`config.mk`:
```
export PLATFORM = sky130hd
export DESIGN_NAME = fw_ram_ctrl
export DESIGN_NICKNAME = d
export VERILOG_FILES = /design/src/rtl/fw_ram_ctrl_pkg.sv /design/src/rtl/fw_ram_ctrl.sv
export SDC_FILE = /design/constraint.sdc
export NUM_CORES = 1
export LEC_CHECK = 0
export BUFFER_PORTS_ARGS = -buffer_cell sky130_fd_sc_hd__buf_4
export CORE_MARGIN = 2
export CORE_UTILIZATION = 33
export CTS_CLUSTER_DIAMETER = 50
export DETAILED_ROUTE_END_ITERATION = 8
export GPL_TIMING_DRIVEN = 0
export PLACE_DENSITY = 0.81
export REMOVE_ABC_BUFFERS = 1
export SKIP_CTS_REPAIR_TIMING = 1
export SYNTH_ARGS = -nofsm -noshare
export SYNTH_HDL_FRONTEND = slang
export SYNTH_SLANG_ARGS = --single-unit
```
`constraint.sdc`:
```
create_clock -name clk -period 2 [get_ports clk]
set_input_delay 0.3 -clock clk [delete_from_list [all_inputs] [get_ports clk]]
set_output_delay 0.3 -clock clk [all_outputs]
set_load 0.02 [all_outputs]
```
`src/rtl/fw_ram_ctrl_pkg.sv`:
```
// Shared definitions for the firmware RAM controller: FSM states, RAM size
// and the default word written by the clear engine.
package fw_ram_ctrl_pkg;

    typedef enum logic [1:0] {
        CTRL_IDLE    = 2'd0,
        CTRL_CPU_ACK = 2'd1,
        CTRL_CLEAR   = 2'd2,
        CTRL_FLUSH   = 2'd3
    } ctrl_state_t;

    localparam int unsigned FW_RAM_WORDS   = 1024;
    localparam logic [31:0] FW_CLEAR_VALUE = 32'h0;

endpackage

```
`src/rtl/fw_ram_ctrl.sv`:
```
// Firmware RAM controller: arbitrates the RAM between single-word CPU accesses
// and a clear engine that overwrites every word with CLEAR_VALUE. A pending
// clear wins over the CPU in IDLE; CPU requests are held off (never dropped)
// until the clear finishes. Raising fw_app_mode aborts a running clear.
module fw_ram_ctrl
    import fw_ram_ctrl_pkg::*;
#(
    parameter int unsigned ADDR_WIDTH     = 10,
    parameter logic [31:0] CLEAR_VALUE    = FW_CLEAR_VALUE,
    parameter bit          CLEAR_ON_RESET = 1'b1
) (
    input  logic                  clk,
    input  logic                  reset,
    input  logic                  fw_app_mode,
    input  logic                  clear_start,
    output logic                  clear_busy,
    output logic                  clear_done,
    output logic                  clear_error,
    input  logic                  cpu_cs,
    input  logic [3:0]            cpu_we,
    input  logic [ADDR_WIDTH-1:0] cpu_address,
    input  logic [31:0]           cpu_write_data,
    output logic [31:0]           cpu_read_data,
    output logic                  cpu_ready,
    output logic                  ram_cs,
    output logic [3:0]            ram_we,
    output logic [ADDR_WIDTH-1:0] ram_address,
    output logic [31:0]           ram_write_data,
    input  logic [31:0]           ram_read_data,
    input  logic                  ram_ready
);

    localparam logic [ADDR_WIDTH-1:0] LAST_ADDR = '1;

    ctrl_state_t           state;
    ctrl_state_t           state_next;
    logic [ADDR_WIDTH-1:0] counter;
    logic [ADDR_WIDTH-1:0] counter_next;
    logic                  clear_pending;
    logic                  pending_next;
    logic                  error_next;
    logic                  done_next;
    logic                  start_ok;

    // A clear request is honoured only outside app mode and when no clear is
    // already running (no restart from CLEAR/FLUSH).
    assign start_ok   = clear_start & ~fw_app_mode &
                        (state != CTRL_CLEAR) & (state != CTRL_FLUSH);
    assign clear_busy = clear_pending | (state == CTRL_CLEAR) | (state == CTRL_FLUSH);

    // Next-state, clear bookkeeping and RAM/CPU strobes.
    always_comb begin
        state_next     = state;
        counter_next   = counter;
        pending_next   = clear_pending;
        error_next     = clear_error;
        done_next      = 1'b0;
        ram_cs         = 1'b0;
        ram_we         = '0;
        ram_address    = '0;
        ram_write_data = '0;
        cpu_ready      = 1'b0;
        cpu_read_data  = ram_read_data;

        if (start_ok) begin
            pending_next = 1'b1;
            error_next   = 1'b0;
        end

        case (state)
            CTRL_IDLE: begin
                if (clear_pending && !fw_app_mode) begin
                    state_next   = CTRL_CLEAR;
                    counter_next = '0;
                end else if (cpu_cs) begin
                    ram_cs         = 1'b1;
                    ram_we         = cpu_we;
                    ram_address    = cpu_address;
                    ram_write_data = cpu_write_data;
                    state_next     = CTRL_CPU_ACK;
                end
            end
            CTRL_CPU_ACK: begin
                cpu_ready  = ram_ready;
                state_next = CTRL_IDLE;
            end
            CTRL_CLEAR: begin
                if (fw_app_mode) begin
                    state_next   = CTRL_IDLE;
                    error_next   = 1'b1;
                    pending_next = 1'b0;
                end else begin
                    ram_cs         = 1'b1;
                    ram_we         = '1;
                    ram_address    = counter;
                    ram_write_data = CLEAR_VALUE;
                    if (counter == LAST_ADDR) begin
                        state_next = CTRL_FLUSH;
                    end else begin
                        counter_next = counter + 1'b1;
                    end
                end
            end
            CTRL_FLUSH: begin
                done_next    = 1'b1;
                pending_next = 1'b0;
                state_next   = CTRL_IDLE;
            end
            default: state_next = CTRL_IDLE;
        endcase

        // Reset is synchronous, so the state register still shows the old
        // operation during the reset cycle; suppress its strobes here.
        if (reset) begin
            ram_cs    = 1'b0;
            ram_we    = '0;
            cpu_ready = 1'b0;
        end
    end

    // State, address counter and clear status registers.
    always_ff @(posedge clk) begin
        if (reset) begin
            state         <= CTRL_IDLE;
            counter       <= '0;
            clear_pending <= CLEAR_ON_RESET;
            clear_error   <= 1'b0;
            clear_done    <= 1'b0;
        end else begin
            state         <= state_next;
            counter       <= counter_next;
            clear_pending <= pending_next;
            clear_error   <= error_next;
            clear_done    <= done_next;
        end
    end

endmodule
```
Yosys cells after proc, flatten, opt, wreduce, memory -nomap -nowiden
Index checks and enable logic that the tools add are counted.

operators by class
  add/sub/neg operators = 1
  multipliers = 0
  divide/modulo/power cells = 0
  order comparisons = 0
  equal/unequal tests = 11
  shifts and indexed selects = 0
  multiplexer cells = 35
  bitwise operators = 6
  reduce and logical (&&, ||, !) cells = 7

operator list
  cell                                                              number
  32-bit two-way mux                                                3
  10-bit two-way mux                                                6
  10-bit one-hot mux with 2 select lines                            2
  4-bit two-way mux                                                 4
  1-bit two-way mux                                                 12
  10-bit by 1-bit adder with 10-bit output (second input constant)  1
  10-bit == test (second input constant)                            1
  2-bit != test (second input constant)                             5
  2-bit two-way mux                                                 4
  4-bit one-hot mux with 2 select lines                             1
  2-bit one-hot mux with 3 select lines                             1
  2-bit == test (second input constant)                             2
  1-bit one-hot mux with 2 select lines                             2
  4-bit AND reduction                                               1
  1-bit bitwise AND                                                 3
  3-bit by 2-bit != test with 1-bit output (second input constant)  1
  3-bit != test (second input constant)                             1
  2-bit by 1-bit == test with 1-bit output (second input constant)  1
  2-bit logical NOT                                                 1
  1-bit bitwise OR                                                  2
  2-bit AND reduction                                               1
  2-bit nonzero test                                                1
  2-bit OR reduction                                                1
  1-bit logical AND                                                 1
  2 further kinds                                                   2

word-level totals
  register bits = 15
  latch bits = 0
  RAM bits = 0
  ROM bits = 0
  input bits = 84
  output and inout port bits = 83
  logic and storage cells = 65
  memories kept = 0

Longest topological paths before layout
Gate-level depths: netlist (run 1).

  depth after elaboration = 7
  gate-level depth with buffers = 7
  depth with buffers taken out = 5

Least setup slack after synthesis (run 1)
OpenSTA, ideal clock, no wires.

  path type = flip-flop to output port
  start = register state[0]
  end = output ram_we[0]
  data arrival time = 1.563 ns
  required time = 1.700 ns
  path slack = 0.137 ns
  cell stages (with the launch flop) = 8
  path buffers = 3
  path through = dfxtp_1 buf_2 nand2b_1 clkbuf_1 nor2_1 buf_2 nor2_1 nor2_1

between the ends
  longest elaborated chain between the ends = 3
  elaborated cells on any way between the ends = 4
  classes of those cells = 1 x eq/ne; 2 x mux; 1 x reduce/logical

RTL lines
  item                                                       line                RTL
  from (decl)                                                fw_ram_ctrl.sv:35   ctrl_state_t state;
  from (signal assigned)                                     fw_ram_ctrl.sv:130  state <= state_next;
  2-bit == test / 2-bit logical NOT (equally long branches)  fw_ram_ctrl.sv:70   case (state)
  4-bit one-hot mux with 2 select lines (*)                  fw_ram_ctrl.sv:70
  4-bit two-way mux (*)                                      fw_ram_ctrl.sv:114  if (reset) begin
  to (decl)                                                  fw_ram_ctrl.sv:26   output logic [3:0] ram_we,

Every way passes the cells marked *; elsewhere a longest branch is shown, timed or not.

Final worst setup path (run 1)
  start = register state[1]
  end = output ram_write_data[28]

between the ends
  longest elaborated chain between the ends = 2

RTL lines
  item                line               RTL
  2-bit logical NOT   fw_ram_ctrl.sv:70
  32-bit two-way mux  n/a
  to (decl)           fw_ram_ctrl.sv:28  output logic [31:0] ram_write_data,

No other way between the ends.

==> results of run 1 <==
-- cell usage in the layout (no fill, tap or decap), types with 2 or more instances in the layout --
cell and n:
or4_1 4, nor2_1 16, nand4_1 2, dfxtp_2 2, inv_1 6, and3_4 2
and3_1 3, nor3_1 3, a41oi_1 2, buf_4 104, nand3_1 4, clkbuf_8 3
o211ai_1 2, a31oi_1 6, nor4_1 3, a21oi_1 5, nand2_1 7, dfxtp_1 13
o21ai_0 6, a22o_1 10, and2_1 34
-- final timing paths --
check	endpoint	from	cells past startpoint	slack, ps
max	ram_write_data[28]	state[1]	4	120
min	counter[1]	reset	2	330
max reg2reg	counter[6]	counter[0]	5	200
min reg2reg	clear_error	clear_error	2	500
-- critical path: stages (launching register included) --
cell and delay, ps:
dfxtp_2 360, nor2_2 240, and3_2 350, and2_1 210, buf_4 160
-- per-layer routing --
| metal | part of all wire | track usage |
|---|---|---|
| met5 | 0 | 0 |
| met1 | 0.40 | 0.361 |
| met2 | 0.38 | 0.296 |
| met3 | 0.22 | 0.167 |
| met4 | 0.0032 | 0.0368 |
-- Yosys cell counts (4+ instances only) --
| master | number | share of area |
|---|---|---|
| and2_1 | 34 | 0.15 |
| buf_4 | 32 | 0.17 |
| nor2_1 | 18 | 0.049 |
| dfxtp_1 | 15 | 0.22 |
| a22o_1 | 10 | 0.063 |
| clkbuf_1 | 7 | 0.019 |
| nand2_1 | 7 | 0.019 |
| a31oi_1 | 6 | 0.027 |
| inv_1 | 6 | 0.016 |
| o21ai_0 | 6 | 0.022 |
| a21oi_1 | 5 | 0.018 |
| and3_1 | 4 | 0.018 |
| buf_2 | 4 | 0.014 |
| nand3_1 | 4 | 0.014 |
| or4_1 | 4 | 0.022 |
-- through the flow --
stage / TNS [ps] / total power, mW
after global routing: 0 / 0.972
after CTS: -27190 / 0.900
after floorplan: -244 / 0.468
after detailed placement: -14580 / 0.652
after global placement: -14060 / 0.652
final: 0 / 0.923
-- layout make-up --
class / instances / area, um2
clock buffers: 4 / 45.0
fillers: 422 / 1990
inverters: 6 / 22.5
multi-input cells: 129 / 822
flip-flops and latches: 15 / 303
well taps: 50 / 62.6
repair buffers: 104 / 781
-- registers in the layout, indices dropped and copies added (netlist names) --
signal / count
state: 2
clear_error: 1
clear_pending: 1
clear_done: 1
counter: 10
-- cells by family after synthesis --
group           Yosys count  synth area share
fa+ha+maj                 1           0.00901
simple gates             88             0.358
buf+inv                  49             0.223
flops                    15             0.216
compound gates           38             0.195
-- power by group through the flow --
stage               registers (mW)  clock network, mW  logic [mW]
finish                       0.316              0.254       0.353
global route                 0.317              0.275       0.380
CTS                          0.314              0.253       0.333
detailed placement           0.321                  0       0.331
global placement             0.321                  0       0.331
floorplan                    0.320                  0       0.148
==> results.md, run 1 <==
* Pre-CTS WS at -620 ps
* Post-synth EDFFs at 0
* Synth warn at 0
* Seq pwr share at 0.343
* Die W at between 60 and 70 um
* Hold_ws at ~330 ps
* Avg Cell Area, Syn at just over 7 um2
* Crit end category: output pin
* CTS tree: done
* Total CTS buffers at 3
* Clock transition at path regs at roughly 70 ps
* Clock root buffer: clkbuf_8
* Commonest register cell after synthesis: dfxtp_1
* DRT Wirelength at around 6600 um
* Switching share of power at 0.330
* Core Footprint at a little over 4000 um2
* Final Max Tran Viols at 0
* Leak pwr at between 0.9 and 1 nW
* Layout cells sized above 1 at 0.457
* Hold Crit Class: in2reg
* Comb pwr share at 0.382
* Share of synthesized registers carrying an async set or reset at 0
* Largest net degree at the start of global routing at 44
* Peak VDD IR at 0.303 mV
* Worst setup SP type: flip-flop
* Port bufs at between 100 and 150
* Clk Latency, worst-skew pair at 250 ps
* Synthesized flop and latch total at 15
* First-pass GRT wire length at ~8000 um
* Global Route Usage Sum at 0.247
* Endpoints failing setup at 0
* Drc violations at 0
* Initial antenna violation count at 0
* DRT iter0 DRCs at between 60 and 70
* Drt first pass iters at 4
* Diode count at 0
* Non-filler instance count after layout at 308
* Net switching power at 0.304 mW
* Vias per inst at about 5.4
* Critical setup path kind: reg2out
* Clk sinks at 15
* Die height at 68.9 um
* PwrDens at 453 nW/um2
* Fin crit share at 0.940
* Vias in the first global route at 1368
* Cells after Synth at around 190
* Post-DRT Antenna Nets at 0
* Number of distinct library cells after synthesis at 36
* Minimum clock period at 1880 ps
* Via count at around 1700
* DP Wirelength at around 5000 um
* Max-Cap Viols at 0
* RSZ-0062 raised after global routing: false
* Clock Skew at ~4.8 ps
* Drt wl/cell at ~21 um
* Clock share of power at 0.275
* Layout area overhead at 46.6%
* Final core occ at 0.505
* Htree depth at 1
* I/O pin total at 167
* Internal power at between 0.6 and 0.7 mW
* Die ar. at approximately 4700 um2
* Total global routing overflow at 0
* Longest Clk Path Bufs at 2
* Cell Area, Synth at about 1400 um2
* DP Area at approximately 1900 um2
* Status: completed
* Initial Util at 0.345
* Final instance area at between 2000 and 2500 um2
* Post-synthesis sequential area ratio at 0.216
* DP Cell Count at 300
* Worst slew pin tran at approximately 500 ps
* Required @ worst endpoint at around 1700 ps
* Row count at 23
* Final WS setup at around 120 ps
* Final Hold Vio Count at 0
* RePlAce Congestion at around 1
* Fmax achieved at between 0.5 and 0.6 GHz
* Crit Path Max Fanout at 11
* Slew Limit Headroom at 0.657
* Critical Path AT at around 1600 ps
* Net count reported at finish at roughly 340
Note: power is estimated with default switching activity, not from simulation.
==> run 2: changes to the inputs <==
REMOVE_ABC_BUFFERS = unset   (was 1)
==> run 2 against run 1 <==
Via count is 9.3% higher; combinational power is 40% higher; first-iteration DRC count fell by 16%; largest cell class is now non-clock buffers.
==> results.md, run 2 (synthesis gave the netlist of run 1 again) <==
* Final Hold Vio Count at 0 (unchanged)
* Drc violations at 0 (unchanged)
* RSZ-0062 raised after global routing: false
* Largest net degree at the start of global routing at 11 (-75%)
* Leak pwr at 1.30 nW (+34%)
* Diode count at 0 (unchanged)
* Crit Path Max Fanout at 10 (-1)
* Layout area overhead at 82.3%
* Clock Skew at 4.76 ps (-0.0113 ps)
* Worst setup SP type: flip-flop
* Top Family by Delay on Critical Path: buffers and inverters
* Clock root buffer: clkbuf_8
* DP Wirelength at 4510 um (-8.1%)
* CP max-delay cell: dfxtp_1
* Max-Cap Viols at 0 (unchanged)
* DRT Wirelength at 5420 um (-17%)
* CP Buf/Inv Count at 3 (+2)
* Net count reported at finish at 413 (+20%)
* Drt first pass iters at 4 (unchanged)
* Largest Register: counter
* Fin crit share at 0.953 (+0.0132)
* Critical Path AT at 1610 ps (+30 ps)
* DP Area at 2450 um2 (+27%)
* Largest register FFs at 10 (unchanged)
* DRT iter0 DRCs at 53 (-16%)
* Die W at 68.9 um (unchanged)
* Most frequent cells in the layout: buf_4 (167), and2_1 (34), nor2_1 (16)
* Die ar. at 4740 um2 (unchanged)
* Endpoints failing setup at 0 (unchanged)
* Status: completed
* Post-DRT Antenna Nets at 0 (unchanged)
* Fmax achieved at 0.525 GHz (-1.4%)
* Register area at 302 um2 (-0.41%)
* Worst path max stage delay at 300 ps (-60 ps)
* Syn Nets at 276
* Ordered cell list for the critical path: buf_2 > nor2_2 > and3_4 > clkbuf_4 > a22o_1 > buf_4
* Total CTS buffers at 3 (unchanged)
* Clock transition at path regs at 60 ps (about the same)
* Met2 routed WL at 2800 um (+14%)
* Row count at 23 (unchanged)
* Global Route Usage Sum at 0.204 (-0.0432)
* Vias in the first global route at 1554 (+14%)
* Initial Util at 0.345 (unchanged)
* Peak VDD IR at 0.232 mV (-23%)
* Highest Signal Layer: met4
* I/O pin total at 167 (unchanged)
* Final instance area at 2530 um2 (+24%)
* PwrDens at 415 nW/um2 (-8.5%)
* Layout cells sized above 1 at 0.563 (+0.105)
* Crit end category: output pin
* Required @ worst endpoint at 1700 ps (about the same)
* Via count at 1829 (+9.3%)
* RePlAce Congestion at 0.934 (-7.0%)
* Die height at 68.9 um (unchanged)
* Vias per inst at 4.85 (-11%)
* Worst slew pin tran at 462 ps (-47.5 ps)
* Critical setup path kind: reg2out
* Regs by FF count: counter: 10 flops, state: 2 flops
* Minimum clock period at 1910 ps (+26.3 ps)
* Fill cells at 396 (-6.2%)
* Drt wl/cell at 14.4 um (-32%)
* Commonest non-fill, non-tap cell in the layout: buf_4
* CTS tree: done
* Non-filler instance count after layout at 377 (+22%)
* First-pass GRT wire length at 7290 um (-8.7%)
* Area of the multi-input gates at 806 um2 (-2.0%)
* Slew Limit Headroom at 0.689 (+0.0320)
* DP Cell Count at 374 (+25%)
* WL met1 at 1950 um (-26%)
* Clk sinks at 15 (unchanged)
* Final Max Tran Viols at 0 (unchanged)
* Met3 WL at 641 um (-56%)
* Total global routing overflow at 0 (unchanged)
* Core Footprint at 4030 um2 (unchanged)
* Clk Latency, worst-skew pair at 240 ps (about the same)
* Initial antenna violation count at 0 (unchanged)
* Longest Clk Path Bufs at 2 (unchanged)
* Hold Crit Class: in2reg
* Htree depth at 1 (unchanged)
* Port bufs at 133 (+30%)
## run 2: cell types whose count changed in the layout (fill, tap and decap cells not counted), sizes merged
cell,delta
and3,-2
buf,+67
clkbuf,+4
## run 2: final cells by class
cell class                 instances  share of cell area
buffer                            41               0.114
timing repair buffer             134               0.397
inverter                           6             0.00889
tap                               50              0.0247
clock buffer                       4              0.0178
sequential                        15               0.119
multi-input combinational        127               0.318
## run 2: stage by stage
stage	util	hold WS, ps	total power, mW	TNS (ps)	setup slack (ps)
floorplan	-	422	0.575	0	137
global placement	0.608	484	0.797	-5880	-170
detailed placement	0.608	500	0.801	-5080	-171
CTS	0.619	333	1.04	-12070	-450
global route	0.629	356	1.11	0	2.69
finish	0.629	331	1.05	0	94.3
## run 2: worst min-delay path, cell delays in order
cell,delay [ps]
buf_4,110
inv_1,60
o221ai_1,60
## run 2: power breakdown
part	switching, mW	total, mW	internal, mW
sequential	0.00685	0.312	0.305
clock	0.104	0.245	0.141
combinational	0.238	0.493	0.256
total	0.349	1.05	0.702
## run 2: worst paths after layout
| check | depth (start not counted) | to | slack (ps) | start |
|---|---|---|---|---|
| max | 6 | ram_address[6] | 90 | state[0] |
| min | 3 | clear_pending | 330 | reset |
| max reg2reg | 5 | counter[6] | 220 | counter[0] |
| min reg2reg | 2 | clear_error | 500 | clear_error |
## run 2: routing by layer
layer | GRT usage | up-vias
met2 | 0.371 | 106
met1 | 0.249 | 804
met5 | 0 | -
li1 | - | 915
met4 | 0.0441 | 0
met3 | 0.0373 | 4
==> run 3: changes to the inputs <==
ABC_AREA = 1   (was unset)
CORE_UTILIZATION = 35   (was 33)
PLACE_DENSITY = 0.8   (was 0.81)
==> run 3 against run 2 <==
Sequential share of layout area down 0.90 points; area after synthesis is 15% higher; worst setup slack improved by 13 ps; highest routed layer unchanged; clock-buffer cell count unchanged; combinational power increased by 14%; via count increased by 10%; maximum frequency grew 0.69%; register-to-register slack better by 260 ps; critical path depth unchanged; hold slack got worse by 3.7 ps; global-route usage rose by 1.3 points; largest cell class unchanged.
==> results.md, run 3 <==
* Htree depth at 1 (unchanged)
* Synthesized flop and latch total at 15 (unchanged)
* Clock Skew at 1.61 ps (-3.15 ps)
* First-pass GRT wire length at 8840 um (+21%)
* Worst slew pin tran at 321 ps (-141 ps)
* Core Footprint at 4350 um2 (+8.1%)
* Top cells by area, synth: dfxtp_1 (19%), buf_4 (15%), nor2_1 (13%)
* Max-Cap Viols at 0 (unchanged)
* Required @ worst endpoint at 1700 ps (about the same)
* Clk Latency, worst-skew pair at 250 ps (about the same)
* Largest register FFs at 10 (unchanged)
* Drt first pass iters at 4 (unchanged)
* Final core occ at 0.629 (+0.000739)
* Final WS setup at 107 ps (+13.0 ps)
* Layout cells sized above 1 at 0.495 (-0.0676)
* Longest Clk Path Bufs at 2 (unchanged)
* DP Wirelength at 4970 um (+10%)
* Clk sinks at 15 (unchanged)
* Global Route Usage Sum at 0.217 (+0.0126)
* Largest net degree at the start of global routing at 11 (unchanged)
* Largest Register: counter
* Avg Cell Area, Syn at 6.02 um2 (-17%)
* Cells on Worst Hold Path at 3 (unchanged)
* Critical Path AT at 1590 ps (-20 ps)
* Fin crit share at 0.946 (-0.00652)
* Reg2Reg Setup Slack at 480 ps (+260 ps)
* Cell Area, Synth at 1590 um2 (+15%)
* Diode count at 0 (unchanged)
* Fmax achieved at 0.528 GHz (+0.69%)
* Vias in the first global route at 1753 (+13%)
* RePlAce Congestion at 0.882 (-5.6%)
* Via count at 2016 (+10%)
* Commonest non-fill, non-tap cell in the layout: buf_4
* Syn Nets at 349 (+26%)
* CP Buf/Inv Count at 2 (-1)
* Leak pwr at 1.57 nW (+21%)
* Status: completed
* Initial Util at 0.365 (+0.0205)
* Crit end category: output pin
* Worst setup SP type: flip-flop
* Gr busiest metal: met2
* Die ar. at 5100 um2 (+7.5%)
* Drt wl/cell at 13.1 um (-9.1%)
* Met1 usage at 0.283 (+0.0347)
* Die W at 71.4 um (+3.7%)
* Vias per inst at 4.42 (-8.9%)
* Pre-CTS WS at 269 ps (+440 ps)
* Fill cells at 414 (+4.5%)
* Commonest register cell after synthesis: dfxtp_1
* Cells after Synth at 264 (+38%)
* Share of synthesized registers carrying an async set or reset at 0 (unchanged)
* Post-synthesis sequential area ratio at 0.189 (-0.0274)
* Crit Path Max Fanout at 9 (-1)
* GR Util met3 at 0.0295 (-0.00780)
* DRT iter0 DRCs at 64 (+21%)
* Clock root buffer: clkbuf_8
* Final Max Tran Viols at 0 (unchanged)
* Critical setup path kind: reg2out
* CTS tree: done
* Synth top area share at 0.189 (-0.0274)
* Worst Hold End: clear_pending
* Peak VDD IR at 0.363 mV (+57%)
* Post-DRT Antenna Nets at 0 (unchanged)
* Hold Crit Class: in2reg
* Initial antenna violation count at 0 (unchanged)
* Total Power at 1.14 mW (+8.3%)
* R2R cell count at 8 (+3)
* Total global routing overflow at 0 (unchanged)
* Yosys top cell by area: dfxtp_1
* Commonest cells in the synthesized netlist: nor2_1 (56), inv_1 (48), nand2_1 (43)
* RR Endpoint: counter[9]
* GRT met2 Usage at 0.381 (+0.00926)
* Top Family by Delay on Critical Path: flip-flops
* Regs by FF count: counter: 10 flops, state: 2 flops
* Synth warn at 0 (unchanged)
* Endpoints failing setup at 0 (unchanged)
* Worst min-delay path startpoint: clear_start
* Row count at 24 (+4.3%)
* Net count reported at finish at 490 (+19%)
* Port bufs at 133 (unchanged)
* Clock transition at path regs at 60 ps (about the same)
* Layout area overhead at 72.3%
* Ordered cell list for the critical path: nand2_4 > nor2_4 > inv_4 > a21oi_4 > o21a_1 > buf_4
* Most frequent cells in the layout: buf_4 (168), nor2_1 (55), inv_1 (48)
* I/O pin total at 167 (unchanged)
* PwrDens at 415 nW/um2 (about the same)
* Drc violations at 0 (unchanged)
* DRT Wirelength at 5960 um (+9.9%)
* Slew Limit Headroom at 0.785 (+0.0959)
* Most frequent cell after synthesis: nor2_1
* Worst path max stage delay at 420 ps (+120 ps)
* Number of distinct library cells after synthesis at 29 (-19%)
* Post-synth EDFFs at 0 (unchanged)
* Minimum clock period at 1890 ps (-13.0 ps)
* Die height at 71.4 um (+3.7%)
* Final Hold Vio Count at 0 (unchanged)
* CP max-delay cell: dfxtp_1
* Total CTS buffers at 3 (unchanged)
* Reg2Reg Launch Point: counter[1]
-- run 3: tightest hold or removal path, delay by kind of cell --
kind | cells | cell delay, ps
and+or+nand+nor | 2 | 160
buffers and inverters | 1 | 80
-- run 3: worst max path at each step --
stage                   from        end  slack [ps]  depth (start not counted)
global route        state[0]  ram_we[1]        -0.3                          7
floorplan           state[0]  ram_we[0]         390                          6
detailed placement  state[0]  ram_we[2]         270                          7
global placement    state[0]  ram_we[3]         280                          7
CTS                 state[0]  ram_we[2]         -10                          7
finish              state[1]  ram_we[3]         110                          6
-- run 3: layout make-up --
type                    count  area (um2)  share of cell area
repair buffers            136        1020               0.373
multi-input cells         159         840               0.306
flip-flops and latches     15         302               0.110
plain buffers              36         260              0.0950
inverters                  54         208              0.0758
well taps                  52        65.1              0.0237
clock buffers               4        45.0              0.0164
-- run 3: routing by layer --
metal / share of wire / vias to the layer above
met4: 0.0060 / 0
met2: 0.51 / 87
met3: 0.068 / 4
met1: 0.42 / 887
met5: 0 / -
li1: - / 1038
-- run 3: report_power, final --
| part | internal, mW | switching, mW |
|---|---|---|
| Sequential | 0.313 | 0.0150 |
| Clock | 0.141 | 0.107 |
| Combinational | 0.266 | 0.295 |
-- run 3: cells by family (layout without fill, tap and decap cells) --
group / Yosys count / after routing / synth area share
fa+ha+maj: 1 / 1 / 0.00787
buf+inv: 90 / 230 / 0.291
flops: 15 / 15 / 0.189
compound gates: 26 / 26 / 0.105
simple gates: 132 / 132 / 0.407
-- run 3: metrics by stage --
| stage | area [um2] | cells | hold WS (ps) | TNS, ps |
|---|---|---|---|---|
| final | 2740 | 456 | 327 | 0 |
| after CTS | 2700 | 453 | 328 | -48.3 |
| after global placement | 2650 | 449 | 457 | 0 |
| after global routing | 2740 | 456 | 352 | -0.339 |
| after floorplan | 1590 | 264 | 447 | 0 |
| after detailed placement | 2650 | 449 | 465 | 0 |
